**src/rtl/if_id_pipe_reg_pkg.sv**
```systemverilog
// Shared RISC-V front-end types: pipe occupancy states, canonical NOP and the
// fetch packet carried from IF to ID.
package rv_pkg;

  typedef enum logic [1:0] {
    ST_EMPTY = 2'd0,
    ST_ONE   = 2'd1,
    ST_TWO   = 2'd2
  } pipe_st_e;

  localparam logic [31:0] RV_NOP  = 32'h0000_0013;  // addi x0,x0,0
  localparam int          RV_XLEN = 32;
  localparam int          RV_ILEN = 32;

  typedef struct packed {
    logic [RV_XLEN-1:0] pc;
    logic [RV_ILEN-1:0] inst;
  } fetch_pkt_t;

endpackage

```
**src/rtl/if_id_pipe_reg_if.sv**
```systemverilog
// IF->ID handshake bundle. The pipe register is the slave; fetch/decode
// (or a testbench) hold the master side.
interface if_id_pipe_reg_if #(
  parameter int XLEN = 32,
  parameter int ILEN = 32
);
  logic            flush;
  logic            if_valid;
  logic            if_ready;
  logic [XLEN-1:0] if_pc;
  logic [ILEN-1:0] if_inst;
  logic            id_valid;
  logic            id_ready;
  logic [XLEN-1:0] id_pc;
  logic [ILEN-1:0] id_inst;
  logic [1:0]      id_occ;

  modport master (
    output flush, if_valid, if_pc, if_inst, id_ready,
    input  if_ready, id_valid, id_pc, id_inst, id_occ
  );

  modport slave (
    input  flush, if_valid, if_pc, if_inst, id_ready,
    output if_ready, id_valid, id_pc, id_inst, id_occ
  );
endinterface

```
**src/rtl/if_id_pipe_reg_skid.sv**
```systemverilog
// Generic valid/ready register with optional second (skid) entry and a
// synchronous flush. Output is always taken from the main entry.
module pipe_skid_buf
  import rv_pkg::*;
#(
  parameter int W       = 64,
  parameter bit SKID_EN = 1'b1
) (
  input  logic         clk,
  input  logic         rst_n,
  input  logic         flush,
  input  logic         in_valid,
  output logic         in_ready,
  input  logic [W-1:0] in_data,
  output logic         out_valid,
  input  logic         out_ready,
  output logic [W-1:0] out_data,
  output pipe_st_e     state
);

  pipe_st_e     state_nxt;
  logic [W-1:0] main_q;
  logic [W-1:0] skid_q;
  logic         in_fire;
  logic         out_fire;
  logic         load_main;
  logic         main_from_skid;
  logic         load_skid;

  assign in_fire  = in_valid & in_ready;
  assign out_fire = out_valid & out_ready;

  // NOTE: registers take non-blocking assignments so every flop samples
  // pre-edge values regardless of process evaluation order.
  always_ff @(posedge clk or negedge rst_n) begin
    if (!rst_n) state <= ST_EMPTY;
    else        state <= state_nxt;
  end

  always_comb begin
    // NOTE: defaulting state_nxt first covers every path, so no latch is inferred.
    state_nxt = state;
    case (state)
      ST_EMPTY: if (in_fire) state_nxt = ST_ONE;
      ST_ONE: begin
        if (!in_fire && out_fire)                state_nxt = ST_EMPTY;
        else if (in_fire && !out_fire && SKID_EN) state_nxt = ST_TWO;
      end
      ST_TWO:   if (out_fire) state_nxt = ST_ONE;
      default:  state_nxt = ST_EMPTY;
    endcase
    if (flush) state_nxt = ST_EMPTY;
  end

  // Skid mode derives ready from state alone, cutting the out_ready->in_ready path.
  always_comb begin
    out_valid = (state != ST_EMPTY);
    if (SKID_EN) in_ready = (state != ST_TWO);
    else         in_ready = (state == ST_EMPTY) | out_ready;
  end

  // Flushed traffic never touches the data regs, so killed PCs never surface.
  assign load_main      = !flush && in_fire &&
                          ((state == ST_EMPTY) || ((state == ST_ONE) && out_fire));
  assign main_from_skid = !flush && (state == ST_TWO) && out_fire;
  assign load_skid      = !flush && (state == ST_ONE) && in_fire && !out_fire;

  always_ff @(posedge clk or negedge rst_n) begin
    if (!rst_n)              main_q <= '0;
    else if (load_main)      main_q <= in_data;
    else if (main_from_skid) main_q <= skid_q;
  end

  // NOTE: skid payload is only read when state marks it valid, so it carries no reset.
  always_ff @(posedge clk) begin
    if (load_skid) skid_q <= in_data;
  end

  assign out_data = main_q;

endmodule

```
**src/rtl/if_id_pipe_reg.sv**
```systemverilog
// IF->ID pipeline register: packs {pc,inst} through pipe_skid_buf, masks the
// instruction to a NOP when nothing valid is held and reports occupancy.
module if_id_pipe_reg
  import rv_pkg::*;
#(
  parameter int              XLEN     = 32,
  parameter int              ILEN     = 32,
  parameter bit              SKID_EN  = 1'b1,
  parameter logic [ILEN-1:0] NOP_INST = ILEN'(RV_NOP)
) (
  input logic               clk,
  input logic               rst_n,
  if_id_pipe_reg_if.slave   bus
);

  typedef struct packed {
    logic [XLEN-1:0] pc;
    logic [ILEN-1:0] inst;
  } pkt_t;

  pkt_t     in_pkt;
  pkt_t     out_pkt;
  pipe_st_e st;
  logic     out_valid;

  assign in_pkt = '{pc: bus.if_pc, inst: bus.if_inst};

  pipe_skid_buf #(
    .W       (XLEN + ILEN),
    .SKID_EN (SKID_EN)
  ) u_buf (
    .clk       (clk),
    .rst_n     (rst_n),
    .flush     (bus.flush),
    .in_valid  (bus.if_valid),
    .in_ready  (bus.if_ready),
    .in_data   (in_pkt),
    .out_valid (out_valid),
    .out_ready (bus.id_ready),
    .out_data  (out_pkt),
    .state     (st)
  );

  // id_pc keeps its last value while empty; only the instruction is masked.
  assign bus.id_valid = out_valid;
  assign bus.id_pc    = out_pkt.pc;
  assign bus.id_inst  = out_valid ? out_pkt.inst : NOP_INST;
  assign bus.id_occ   = 2'(st);

endmodule

```
**src/flat_wrapper.sv**
```systemverilog
// flat-port wrapper written by rule: the top's interface ports become plain ports
module if_id_pipe_reg_flat import rv_pkg::*;
#(
  parameter int              XLEN     = 32,
  parameter int              ILEN     = 32,
  parameter bit              SKID_EN  = 1'b1,
  parameter logic [ILEN-1:0] NOP_INST = ILEN'(RV_NOP)
)
  (clk, rst_n, bus_flush, bus_if_valid, bus_if_pc, bus_if_inst, bus_id_ready, bus_if_ready, bus_id_valid, bus_id_pc, bus_id_inst, bus_id_occ);
  if_id_pipe_reg_if #(.XLEN(XLEN), .ILEN(ILEN)) bus_i ();
  input logic clk;
  input logic rst_n;
  input wire logic [$bits(bus_i.flush)-1:0] bus_flush;
  input wire logic [$bits(bus_i.if_valid)-1:0] bus_if_valid;
  input wire logic [$bits(bus_i.if_pc)-1:0] bus_if_pc;
  input wire logic [$bits(bus_i.if_inst)-1:0] bus_if_inst;
  input wire logic [$bits(bus_i.id_ready)-1:0] bus_id_ready;
  output wire logic [$bits(bus_i.if_ready)-1:0] bus_if_ready;
  output wire logic [$bits(bus_i.id_valid)-1:0] bus_id_valid;
  output wire logic [$bits(bus_i.id_pc)-1:0] bus_id_pc;
  output wire logic [$bits(bus_i.id_inst)-1:0] bus_id_inst;
  output wire logic [$bits(bus_i.id_occ)-1:0] bus_id_occ;
  assign bus_i.flush = bus_flush;
  assign bus_i.if_valid = bus_if_valid;
  assign bus_i.if_pc = bus_if_pc;
  assign bus_i.if_inst = bus_if_inst;
  assign bus_i.id_ready = bus_id_ready;
  assign bus_if_ready = bus_i.if_ready;
  assign bus_id_valid = bus_i.id_valid;
  assign bus_id_pc = bus_i.id_pc;
  assign bus_id_inst = bus_i.id_inst;
  assign bus_id_occ = bus_i.id_occ;
  if_id_pipe_reg #(.XLEN(XLEN), .ILEN(ILEN), .SKID_EN(SKID_EN), .NOP_INST(NOP_INST)) u_core (.clk(clk), .rst_n(rst_n), .bus(bus_i));
endmodule
```
**config.mk**
```make
export PLATFORM = sky130hd
export DESIGN_NAME = if_id_pipe_reg_flat
export DESIGN_NICKNAME = d
export VERILOG_FILES = /design/src/rtl/if_id_pipe_reg_pkg.sv /design/src/rtl/if_id_pipe_reg_if.sv /design/src/rtl/if_id_pipe_reg_skid.sv /design/src/rtl/if_id_pipe_reg.sv /design/src/flat_wrapper.sv
export SDC_FILE = /design/constraint.sdc
export NUM_CORES = 1
export LEC_CHECK = 0
export BUFFER_PORTS_ARGS = -buffer_cell sky130_fd_sc_hd__buf_2
export CORE_AREA = 3 3 117 119
export DETAILED_ROUTE_END_ITERATION = 8
export DIE_AREA = 0 0 120 122
export GPL_TIMING_DRIVEN = 1
export PLACE_DENSITY = 0.71
export SLEW_MARGIN = 10
export SYNTH_ARGS = -nofsm -noshare
export SYNTH_HDL_FRONTEND = slang
export SYNTH_SLANG_ARGS = --single-unit
```
**constraint.sdc**
```tcl
create_clock -name clk -period 5.3 [get_ports clk]
set_input_delay 0 -clock clk [delete_from_list [all_inputs] [get_ports clk]]
set_output_delay 0 -clock clk [all_outputs]
set_load 0.02 [all_outputs]
```
==> out/qor.yml <==
critPathLaunchType: "flip-flop"
syn-cell-area_um2: 5720
synth_nets: 430
h-tree-depth: 4
drv_cap: 0
cts_resized: 0
drive_gt1_share_pct: 54.2
final_util_pct: 59.9
die_area_um2: 14600
synth-edff-count: 64
path_depth: 5
grt_first_pass_wirelength_mm: 19.1
cts_tree: "done"
fin_skew_ns: 0.00552
vias_per_cell: 4.76
tightest_slew_ns: 0.913
num_rows: 41
multi_input_area_um2: 1830
die_h_um: 122
grt_max_degree: 67
stdcell_area_um2: 7590
grt_pass1_vias: 3711
cts.sinks: 130
synth_xor_area_share_pct: 0
synth_compound_area_share_pct: 0.656
antenna_found_initial: 0
drt_iter0_drc: 142
wl_per_cell_um: 16.1
rr_worst_depth: 5
timing.rr.end: "u_core.u_buf.out_data[23]"
cp_cell_sequence: "nand2b_1 > a21oi_1 > o21bai_4 > buf_4 > mux2_2"
placed_area_um2: 6340
tns_ns: 0
synth_fa_ha_area_share_pct: 0
areaGrowthSynthToFinish_pct: 32.7
route.vias.total: 3438
io_buffers: 136
grt_overflow_total: 0
yosysUniqueCellTypes: 23
worst-path-buf-inv: 1
core_area_um2: 12700
cts_buffer_depth: 2
required_ns: 5.59
synth-async-reset-ratio_pct: 50.8
muxShareOfSynthArea_pct: 25.9
min_path_cells: 3
yosys.area_share.simple_pct: 4.97
clock_latency_ns: 0.41
status: "finished clean"
min-delay-start: "bus_id_ready"
syn_inst: 361
num_io_pins: 137
leakage_uw: 0.00323
setup_viol: 0
final-max-slew-violation-count: 0
min_period_ns: 2.63
yosysSeqAreaShare_pct: 62.5
drc: 0
slowest_delay_ns: 0.73
ys_dominant_reg_cell: "dfrtp_1"
grt_use_total_pct: 16.8
synth_warnings: 0
rrSetupSlack_ns: 2.67
start_util_pct: 45.1
path_delay_family: "compound AO/OA/AOI/OAI gates"
gp_congestion: 0.697
crit_path_top_delay_cell: "o21bai_4"
cts-root-buf: "clkbuf_16"
arrival_ns: 2.92
min_path_type: "primary input to flip-flop"
diodes: 0
r2r-start: "u_core.u_buf.state[1]"
drtAntennaViolNets: 0
min_to: "u_core.u_buf.state[1]"
synth.ff_latch_count: 130
die_x_um: 120
hold_viol: 0
max_freq_mhz: 380
layout.nets: 606
relSlewSlack_pct: 39.1
dp_hpwl_mm: 6.76
ir_drop_mv: 0.214
n_fill_cell: 991
dp_cells: 624
first_pass_iters: 4
syn_area_per_cell_um2: 15.8
power-per-cell-area_nw_per_um2: 376
fin_crit_sh_pct: 49.6
seq_area_um2: 3570
synth_top_family_by_area: "multiplexers"
wl_mm: 11.6
cp-end-kind: "flip-flop"
worstPathMaxFanout: 34
finalPower_uw: 2850
rsz0062_at_grt: "no"
path_clk_slew_ns: 0.06
cts_buffers: 17
layout.cells.non_filler: 722
critPathKind: "flip-flop to flip-flop"
-- report_power, final --
group	internal (uW)	switching (uW)
sequential	1170	50.3
combinational	238	246
clock	715	435
-- metrics by stage --
step	setup WS (ns)	hold slack, ns
after floorplan	1.65	-0.296
after global placement	2.76	0.176
after detailed placement	2.67	0.177
after CTS	2.67	0.00762
after global routing	2.48	0.0393
final	2.67	0.0294
-- placed cells by master, fill, tap and decap left out, drive strengths merged, types with 2 or more instances in the layout --
cell,Yosys,routed
nor2,5,5
dfrtp,66,66
clkbuf,10,19
clkinv,0,7
dlygate4sd3,0,66
nand2,2,2
bufinv,0,2
buf,39,140
clkinvlp,0,4
inv,2,2
nor3,2,2
edfxtp,64,64
nand2b,3,3
a21oi,5,5
mux2,122,122
or2,4,4
mux2i,3,3
nor2b,29,29
-- cells in the mapped netlist (3+ instances only) --
cell type	n	area [um2]
dfrtp_1	66	1650
buf_2	3	15.0
nor2b_1	29	181
or2_2	4	25.0
mux2_4	20	300
nand2b_1	3	18.8
clkbuf_1	10	37.5
buf_6	4	45.0
mux2_2	98	1100
mux2i_1	3	30.0
mux2_1	4	45.0
buf_4	32	240
a21oi_1	5	25.0
edfxtp_1	64	1920
nor2_1	5	18.8
-- worst max-delay path by stage --
stage,startpoint,endpoint,slack (ns)
after global placement,u_core.u_buf.state[1],u_core.u_buf.out_data[23],2.76
after global routing,u_core.u_buf.state[1],u_core.u_buf.out_data[23],2.48
after floorplan,u_core.u_buf.state[1],u_core.u_buf.skid_q[0],1.65
after detailed placement,u_core.u_buf.state[1],u_core.u_buf.out_data[12],2.67
final,u_core.u_buf.state[1],u_core.u_buf.out_data[23],2.67
after CTS,u_core.u_buf.state[1],u_core.u_buf.out_data[12],2.67
-- metal layers --
metal	share of wire (%)	vias up	GRT usage, %
met3	6.8	9	6.82
met4	0.95	0	4.72
met1	46	1708	22.4
met5	0	-	0
met2	46	109	25.5
li1	-	1612	-
-- cells by family (layout without fill, tap and decap cells) --
kind of cell           count (synthesis)  in the layout
DFF                                  130            130
muxes                                125            125
buffers and inverters                 51            240
and+or+nand+nor                       48             48
AOI/OAI and AO/OA                      7              7
-- state kept, by name, summed over array words and instances, names as in the netlist --
register	cells
u_core.u_buf.out_data	64
u_core.u_buf.skid_q	64
u_core.u_buf.state	2
-- tightest hold or removal path: cells and delay by family --
family | cells | cell delay (ns)
buffers and inverters | 1 | 0.13
and+or+nand+nor | 2 | 0.27
-- cell type report --
| class | count | area share (%) |
|---|---|---|
| repair buffers | 206 | 18.1 |
| clock buffers | 19 | 5.97 |
| well taps | 172 | 2.84 |
| flip-flops and latches | 130 | 47.1 |
| inverters | 2 | 0.0989 |
| multi-input cells | 180 | 24.1 |
| clock inverters | 13 | 1.80 |
-- what timing repair did --
item | in CTS | in global routing
endpoints found under the hold margin | 195 | 0
hold buffers | 66 | 0
setup buffers | 0 | 0
(Power assumes the default switching activity.)
